File: config.mk
export PLATFORM = sky130hd
export DESIGN_NAME = instrn_fetch_queue_flat
export DESIGN_NICKNAME = d
export VERILOG_FILES = /design/src/rtl/idealrisc_pkg.sv /design/src/rtl/instrn_fetch_queue_if.sv /design/src/rtl/fetch_fifo.sv /design/src/rtl/instrn_fetch_queue.sv /design/src/flat_wrapper.sv
export SDC_FILE = /design/constraint.sdc
export NUM_CORES = 1
export LEC_CHECK = 0
export CAP_MARGIN = 10
export CORE_MARGIN = 3
export CORE_UTILIZATION = 30
export CTS_CLUSTER_DIAMETER = 80
export CTS_CLUSTER_SIZE = 24
export DETAILED_ROUTE_END_ITERATION = 12
export SLEW_MARGIN = 20
export SYNTH_ARGS = -nofsm -noshare
export SYNTH_HDL_FRONTEND = slang
export SYNTH_SLANG_ARGS = --single-unit
File: constraint.sdc
create_clock -name clk -period 5 [get_ports clk]
set_clock_uncertainty 0.05 [all_clocks]
set_input_delay 1.25 -clock clk [delete_from_list [all_inputs] [get_ports clk]]
set_output_delay 1.25 -clock clk [all_outputs]
set_load 0.03 [all_outputs]
File: src/rtl/idealrisc_pkg.sv
// Shared widths, NOP encoding and prefetch entry type for the idealRISC fetch stage.
package idealrisc_pkg;

  localparam int unsigned ADDR_W_DEF  = 11;
  localparam int unsigned INSTR_W_DEF = 32;

  localparam logic [INSTR_W_DEF-1:0] NOP_INSTR_DEF = {6'b111111, 26'b0};

  typedef struct packed {
    logic [ADDR_W_DEF-1:0]  pc;
    logic [INSTR_W_DEF-1:0] instr;
  } fq_entry_t;

endpackage

File: src/rtl/instrn_fetch_queue_if.sv
// Fetch-stage bus bundle: instruction BRAM port, redirect input and decode handshake.
interface instrn_fetch_queue_if #(
  parameter int unsigned ADDR_W  = idealrisc_pkg::ADDR_W_DEF,
  parameter int unsigned INSTR_W = idealrisc_pkg::INSTR_W_DEF
);

  logic               imem_rd_en;
  logic [ADDR_W-1:0]  imem_addr;
  logic [INSTR_W-1:0] imem_rdata;
  logic               redirect_valid;
  logic [ADDR_W-1:0]  redirect_pc;
  logic               out_valid;
  logic [INSTR_W-1:0] out_instr;
  logic [ADDR_W-1:0]  out_pc;
  logic               out_ready;
  logic               fetch_halted;

  // master is the fetch stage, slave is memory plus decode
  modport master (
    output imem_rd_en, imem_addr, out_valid, out_instr, out_pc, fetch_halted,
    input  imem_rdata, redirect_valid, redirect_pc, out_ready
  );

  modport slave (
    input  imem_rd_en, imem_addr, out_valid, out_instr, out_pc, fetch_halted,
    output imem_rdata, redirect_valid, redirect_pc, out_ready
  );

endinterface

File: src/rtl/fetch_fifo.sv
// Synchronous FIFO of prefetch entries with flush; count is exposed for credit tracking.
module fetch_fifo
  import idealrisc_pkg::*;
#(
  parameter int unsigned DEPTH = 4,
  parameter type         T     = fq_entry_t
) (
  input  logic                   clk,
  input  logic                   rst_n,
  input  logic                   flush_i,
  input  logic                   push_i,
  input  T                       push_data_i,
  input  logic                   pop_i,
  output T                       head_o,
  output logic [$clog2(DEPTH):0] count_o
);

  localparam int unsigned AW = $clog2(DEPTH);
  localparam int unsigned CW = AW + 1;

  T              mem_q [DEPTH];
  logic [CW-1:0] wr_ptr_q, wr_ptr_d;
  logic [CW-1:0] rd_ptr_q, rd_ptr_d;
  logic [CW-1:0] count_q, count_d;

  // flush dominates any push/pop in the same cycle
  always_comb begin
    wr_ptr_d = wr_ptr_q;
    rd_ptr_d = rd_ptr_q;
    count_d  = count_q;
    if (flush_i) begin
      wr_ptr_d = '0;
      rd_ptr_d = '0;
      count_d  = '0;
    end else begin
      if (push_i) wr_ptr_d = wr_ptr_q + CW'(1);
      if (pop_i)  rd_ptr_d = rd_ptr_q + CW'(1);
      count_d = count_q + CW'(push_i) - CW'(pop_i);
    end
  end

  always_ff @(posedge clk or negedge rst_n) begin
    if (!rst_n) begin
      wr_ptr_q <= '0;
      rd_ptr_q <= '0;
      count_q  <= '0;
    end else begin
      wr_ptr_q <= wr_ptr_d;
      rd_ptr_q <= rd_ptr_d;
      count_q  <= count_d;
    end
  end

  always_ff @(posedge clk) begin
    if (push_i && !flush_i) mem_q[wr_ptr_q[AW-1:0]] <= push_data_i;
  end

  assign head_o  = mem_q[rd_ptr_q[AW-1:0]];
  assign count_o = count_q;

  a_no_overflow: assert property (@(posedge clk) disable iff (!rst_n)
    (push_i && !flush_i) |-> (count_q != CW'(DEPTH)));

endmodule

File: src/rtl/instrn_fetch_queue.sv
// idealRISC fetch stage: issues BRAM reads under queue credit, queues {pc, instr} for decode,
// flushes on redirect and stops fetching after the last memory word.
module instrn_fetch_queue
  import idealrisc_pkg::*;
#(
  parameter int unsigned        ADDR_W    = ADDR_W_DEF,
  parameter int unsigned        INSTR_W   = INSTR_W_DEF,
  parameter int unsigned        DEPTH     = 4,
  parameter logic [ADDR_W-1:0]  RESET_PC  = '0,
  parameter logic [INSTR_W-1:0] NOP_INSTR = INSTR_W'(NOP_INSTR_DEF)
) (
  input logic                  clk,
  input logic                  rst,
  instrn_fetch_queue_if.master bus
);

  localparam int unsigned       CW       = $clog2(DEPTH) + 1;
  localparam int unsigned       OW       = CW + 1;
  localparam logic [ADDR_W-1:0] LAST_PC  = '1;
  localparam logic [OW-1:0]     DEPTH_OW = OW'(DEPTH);

  typedef struct packed {
    logic [ADDR_W-1:0]  pc;
    logic [INSTR_W-1:0] instr;
  } entry_t;

  logic              started_q;
  logic              halted_q, halted_d;
  logic              inflight_q, inflight_d;
  logic [ADDR_W-1:0] fetch_pc_q, fetch_pc_d;
  logic [ADDR_W-1:0] issue_pc_q, issue_pc_d;

  logic [CW-1:0]     count;
  logic [OW-1:0]     occupancy;
  logic              head_valid, pop, push, issue;
  entry_t            head, push_entry;

  fetch_fifo #(
    .DEPTH (DEPTH),
    .T     (entry_t)
  ) u_fifo (
    .clk         (clk),
    .rst_n       (rst),
    .flush_i     (bus.redirect_valid),
    .push_i      (push),
    .push_data_i (push_entry),
    .pop_i       (pop),
    .head_o      (head),
    .count_o     (count)
  );

  // Credit check counts queued entries plus the read in flight, minus this cycle's pop.
  always_comb begin
    head_valid       = (count != '0);
    pop              = head_valid & bus.out_ready;
    push             = inflight_q & ~bus.redirect_valid;
    push_entry.pc    = issue_pc_q;
    push_entry.instr = bus.imem_rdata;
    occupancy        = OW'(count) + OW'(inflight_q) - OW'(pop);
    issue            = started_q & ~halted_q & ~bus.redirect_valid & (occupancy < DEPTH_OW);

    fetch_pc_d = fetch_pc_q;
    halted_d   = halted_q;
    inflight_d = 1'b0;
    issue_pc_d = issue_pc_q;
    if (bus.redirect_valid) begin
      fetch_pc_d = bus.redirect_pc;
      halted_d   = 1'b0;
    end else if (issue) begin
      inflight_d = 1'b1;
      issue_pc_d = fetch_pc_q;
      if (fetch_pc_q == LAST_PC) halted_d   = 1'b1;
      else                       fetch_pc_d = fetch_pc_q + ADDR_W'(1);
    end
  end

  always_ff @(posedge clk or negedge rst) begin
    if (!rst) begin
      started_q  <= 1'b0;
      halted_q   <= 1'b0;
      inflight_q <= 1'b0;
      fetch_pc_q <= RESET_PC;
      issue_pc_q <= RESET_PC;
    end else begin
      started_q  <= 1'b1;
      halted_q   <= halted_d;
      inflight_q <= inflight_d;
      fetch_pc_q <= fetch_pc_d;
      issue_pc_q <= issue_pc_d;
    end
  end

  assign bus.imem_rd_en   = issue;
  assign bus.imem_addr    = fetch_pc_q;
  assign bus.out_valid    = head_valid;
  assign bus.out_pc       = head_valid ? head.pc : '0;
  assign bus.out_instr    = head_valid ? head.instr : NOP_INSTR;
  assign bus.fetch_halted = halted_q;

endmodule

File: src/flat_wrapper.sv
// flat-port wrapper written by rule: the top's interface ports become plain ports
module instrn_fetch_queue_flat import idealrisc_pkg::*;
#(
  parameter int unsigned        ADDR_W    = ADDR_W_DEF,
  parameter int unsigned        INSTR_W   = INSTR_W_DEF,
  parameter int unsigned        DEPTH     = 4,
  parameter logic [ADDR_W-1:0]  RESET_PC  = '0,
  parameter logic [INSTR_W-1:0] NOP_INSTR = INSTR_W'(NOP_INSTR_DEF)
)
  (clk, rst, bus_imem_rd_en, bus_imem_addr, bus_out_valid, bus_out_instr, bus_out_pc, bus_fetch_halted, bus_imem_rdata, bus_redirect_valid, bus_redirect_pc, bus_out_ready);
  instrn_fetch_queue_if #(.ADDR_W(ADDR_W), .INSTR_W(INSTR_W)) bus_i ();
  input logic clk;
  input logic rst;
  output wire logic [$bits(bus_i.imem_rd_en)-1:0] bus_imem_rd_en;
  output wire logic [$bits(bus_i.imem_addr)-1:0] bus_imem_addr;
  output wire logic [$bits(bus_i.out_valid)-1:0] bus_out_valid;
  output wire logic [$bits(bus_i.out_instr)-1:0] bus_out_instr;
  output wire logic [$bits(bus_i.out_pc)-1:0] bus_out_pc;
  output wire logic [$bits(bus_i.fetch_halted)-1:0] bus_fetch_halted;
  input wire logic [$bits(bus_i.imem_rdata)-1:0] bus_imem_rdata;
  input wire logic [$bits(bus_i.redirect_valid)-1:0] bus_redirect_valid;
  input wire logic [$bits(bus_i.redirect_pc)-1:0] bus_redirect_pc;
  input wire logic [$bits(bus_i.out_ready)-1:0] bus_out_ready;
  assign bus_imem_rd_en = bus_i.imem_rd_en;
  assign bus_imem_addr = bus_i.imem_addr;
  assign bus_out_valid = bus_i.out_valid;
  assign bus_out_instr = bus_i.out_instr;
  assign bus_out_pc = bus_i.out_pc;
  assign bus_fetch_halted = bus_i.fetch_halted;
  assign bus_i.imem_rdata = bus_imem_rdata;
  assign bus_i.redirect_valid = bus_redirect_valid;
  assign bus_i.redirect_pc = bus_redirect_pc;
  assign bus_i.out_ready = bus_out_ready;
  instrn_fetch_queue #(.ADDR_W(ADDR_W), .INSTR_W(INSTR_W), .DEPTH(DEPTH), .RESET_PC(RESET_PC), .NOP_INSTR(NOP_INSTR)) u_core (.clk(clk), .rst(rst), .bus(bus_i));
endmodule
# Word-level counts from Yosys, hierarchy flattened
# Memories as Yosys holds them, arrays and structs flattened.
# Index checks and enable logic that the tools add are counted.
# word_totals
mem_count	1
ramBits	172
out_inout_bits	57
ff_bits	34
# memory_table
memory	depth	width	read_ports	rd_clocked_by_memory_dff	wr	line_no	text
u_core.u_fifo.mem_q	4	43	1	0	1	fetch_fifo.sv:21	T mem_q [DEPTH];
# op_classes
n_eq_ne	2
bitwise_logic	7
n_addsub	7
reduce_logical	10
n_lt_le_gt_ge	1
mux	17
# ops
operator	n
2-to-1 mux 11 bit	4
2-to-1 mux 32 bit	1
2-to-1 mux 3 bit	5
adder 11 x 1 -> 11 bit (second input constant)	1
== test 11 bit (second input constant)	1
nonzero test 2 bit	4
2-to-1 mux 1 bit	7
adder 3 x 1 -> 3 bit (second input constant)	2
AND reduction 2 bit	3
AND 1 bit	5
adder 3 x 1 -> 4 bit	1
< comparator 4 x 3 -> 1 bit (second input constant)	1
subtractor 4 x 1 -> 4 bit	1
adder 3 x 1 -> 3 bit	1
nonzero test 3 bit	1
subtractor 3 x 1 -> 3 bit	1
!= test 2 bit (second input constant)	1
inverter 1 bit	2
logical AND 1 bit	1
logical NOT 1 bit	1

# Depth between registers and ports, before layout
# depth
ltp_word	7
depth_mapped	10

# Cells and area by module
# From an unflattened synthesis, not the netlist that was laid out.
# unflattened
hier_cells	449
area_unflattened_um2	8398.1
# modules_own_cells
module	area_each_um2	cells_per_inst	n_inst	seq_area_each_um2
fetch_fifo	6697.7	263	1	5340.1
instrn_fetch_queue	1700.4	186	1	625.6

# Least setup slack after synthesis
# No wires, ideal clock.
# synth_timing
kind	input to output
from	in bus_out_ready
to	out bus_imem_rd_en
arrival_ns	2.946
required_ns	3.700
n_path_buf	1
path_slack_ns	0.754
path_stages	8
path_cell_list	nand2_1 -> or2_2 -> ha_1 -> a311o_1 -> o211ai_2 -> nand2_2 -> buf_2 -> inv_1
# synth_between
elab_chain_len	4
# synth_lines
element	line_no	text
start: declaration	flat_wrapper.sv:23	input wire logic [$bits(bus_i.out_ready)-1:0] bus_out_ready;
AND 1 bit	instrn_fetch_queue.sv:55	pop = head_valid & bus.out_ready;
subtractor 4 x 1 -> 4 bit	instrn_fetch_queue.sv:59	occupancy = OW'(count) + OW'(inflight_q) - OW'(pop);
< comparator 4 x 3 -> 1 bit	instrn_fetch_queue.sv:60	issue = started_q & ~halted_q & ~bus.redirect_valid & (occupancy < DEPTH_OW);
AND 1 bit	instrn_fetch_queue.sv:60	
end: declaration	flat_wrapper.sv:14	output wire logic [$bits(bus_i.imem_rd_en)-1:0] bus_imem_rd_en;
# Every way passes these cells.

# Final worst setup path
# Same ends and word-level chain as after synthesis.

==> run summary <==
outcome: complete, no violations
DP Cell Count: 875
Seq cells post-synth: 204
CP max FO: 4
top_reg_cell synth: edfxtp_1
fraction of layout cells with a size suffix above 1: 0.191
DR vias/cell: 4.81
max cap viols: 0
Slowest-stage cell, CP: clkdlybuf4s50_1
WP data arrival: 3.33 ns
Yosys top cell area share: 0.632
Finished Layout Cells: 895
wire per inst: 18.7 um
cts bufs inserted: 13
clock latency on the worst-skew pair: 0.46 ns
PwrDens: 502 mW/mm^2
post-synthesis cell type count: 46
Final ANT Viol Nets: 0
H-tree depth: 1
worst path required time: 3.70 ns
RSZ-0062 raised after global routing: false
num ports: 104
CORE AREA: 0.0264 mm^2
vias in the first global route: 4,563
Worst Hold End: u_core.u_fifo.mem_q[1][36]
Worst-Margin Slew: 0.727 ns
EDFF count, synth: 172
GRT Util Overall: 0.117
Routed WL: 16.8 mm
Async SR Flop Fraction: 0.157
GP Congestion: 0.790
most instantiated cells after synthesis: edfxtp_1 (172), mux4_2 (43), and2_1 (42), dfrtp_1 (32), nor2_1 (16)
post-DP HPWL: 10.9 mm
R2R Setup Slk: 2.12 ns
relative slew slack: 0.515
synthesized cell area: 0.00818 mm^2
reg2reg start: u_core.u_fifo.count_o[1]
Die Width: 171 um
Reg clk slew, reported paths: 0.09 ns
initial drt markers: 279
Clock Tree Root: clkbuf_16
most common cell in the netlist: edfxtp_1
DR DRC count: 0
Syn Inst Count: 440
Mean Syn Cell Area: 18.6 um^2
cts hold-fix bufs: 0
post-synthesis sequential area ratio: 0.729
crit path launch: bus_out_ready
remaining global-route overflow: 0
Min-Delay Path Class: reg2reg
CP cell instances: clkdlybuf4s50_1 -> nand2_1 -> or2_2 -> ha_1 -> a311o_1 -> o211ai_2 -> nand2_2 -> inv_1 -> buf_12
post-CTS setup repair buffer count: 0
synth top area cells: edfxtp_1 (63%), mux4_2 (12%), dfrtp_1 (9.8%)
initial antenna violation count: 0
Cell Rows: 59
hold path depth: 0
Vias: 4,301
Setup Total Neg Slack: 0 ns
Layout area overhead: 23.8%
IO Port Bufs: 103
Crit Path Category: in2out
Fillers: 2,423
Yosys Warn Count: 0
Leak: 3.32 nW
Max Freq: 0.216 GHz
Die Ht: 171 um
Die Area: 0.0293 mm^2
post-CTS sizing: 0
Critical R2R Capture: u_core.bus.imem_addr[3]
r2r worst-path depth: 10
initial core utilization: 0.309
Final min period: 4.63 ns
VDD IR-drop max: 177 uV
Syn Nets: 496
first-pass GRT wire length: 26.8 mm
CTS tree: built
Layout Nets: 611
CTS Buffer Depth: 3
pin count of the biggest net entering global routing: 40
final max-slew violation count: 0
Worst Hold Launch: u_core.issue_pc_q[4]
Critical Path Start Type: input pin
Ant. Diodes: 0
drt first pass iters: 4
total power: 5.08 mW
Placed Area: 0.00972 mm^2
crit-path max cell delay: 0.53 ns
final worst-path cycle share: 0.925
final instance area: 0.0101 mm^2
largest area contributor in the netlist: edfxtp_1
Setup violations, final: 0
crit end category: primary output
Clock Sink Count: 204
Final Hold Fails: 0
-- area by class of cell --
type	instances	area, um^2	area share
clock inverter	6	76.3	0.00754
clock buffer	14	329	0.0325
sequential	204	5970	0.590
multi-input combinational	206	2100	0.207
tap	335	419	0.0414
inverter	10	37.5	0.00371
timing repair buffer	120	1190	0.118
-- stage by stage --
step,util,hold slack (ns),setup slack [ns]
finish,0.383,0.471,0.373
global route,0.383,0.499,0.240
CTS,0.383,0.479,0.352
detailed placement,0.368,0.457,0.357
global placement,0.368,0.438,0.394
floorplan,-,0.421,0.754
-- sequential cells by signal, summed over array words and instances (netlist names) --
signal,count
u_core.u_fifo.rd_ptr_q,2
u_core.inflight_q,1
u_core.bus.fetch_halted,1
u_core.u_fifo.mem_q,172
u_core.started_q,1
u_core.issue_pc_q,11
u_core.u_fifo.wr_ptr_q,2
u_core.u_fifo.count_o,3
u_core.bus.imem_addr,11
-- report_power, final --
| part | internal (mW) | switching (mW) | leakage, nW | total [mW] |
|---|---|---|---|---|
| combinational | 0.847 | 0.947 | 1.19 | 1.79 |
| sequential | 2.02 | 0.189 | 1.94 | 2.21 |
| clock | 0.542 | 0.543 | 0.197 | 1.08 |
-- layer usage --
layer,global-route usage,wire (um),vias to the layer above
met5,0,0,-
met3,0.0222,958,13
met4,0.0224,194,0
li1,-,-,1950
met2,0.193,8150,107
met1,0.163,7470,2231
-- logic make-up (layout without fill, tap and decap cells) --
| logic type | after synthesis | in the layout | share of synthesized area |
|---|---|---|---|
| compound gates | 31 | 31 | 0.0285 |
| xor+xnor | 6 | 6 | 0.00643 |
| fa+ha+maj | 9 | 9 | 0.0147 |
| buf+inv | 30 | 150 | 0.0147 |
| flops | 204 | 204 | 0.729 |
| mux | 55 | 55 | 0.135 |
| other cells | 1 | 1 | 0.000459 |
| simple gates | 104 | 104 | 0.0710 |
-- worst max-delay path by stage --
| stage | end | slack, ns | cells past startpoint |
|---|---|---|---|
| finish | bus_imem_rd_en | 0.37 | 9 |
| global route | bus_imem_rd_en | 0.24 | 9 |
| CTS | bus_imem_rd_en | 0.35 | 9 |
| detailed placement | bus_imem_rd_en | 0.36 | 9 |
| global placement | bus_imem_rd_en | 0.39 | 9 |
| floorplan | bus_imem_rd_en | 0.75 | 8 |
-- placed cells by master, fill, tap and decap left out, drive strengths merged, types with 3 or more instances in the layout --
master         instances
edfxtp               172
clkdlybuf4s50        102
mux4                  43
and2                  42
dfrtp                 32
buf                   18
nor2                  16
nand2                 16
clkbuf                14
mux2                  11
inv                   10
a31oi                  9
ha                     8
or2                    7
o31ai                  6
xor2                   4
and3                   4
clkinv                 4
nand3                  3
nor4                   3
o21ai                  3
-- critical path, delay by kind of cell --
kind                       cells  cell delay, ns
AOI/OAI and AO/OA              2            0.45
adders and majority gates      1            0.31
buffers and inverters          3            0.76
and+or+nand+nor                3            0.55
Power figures use the tool's default switching activity.
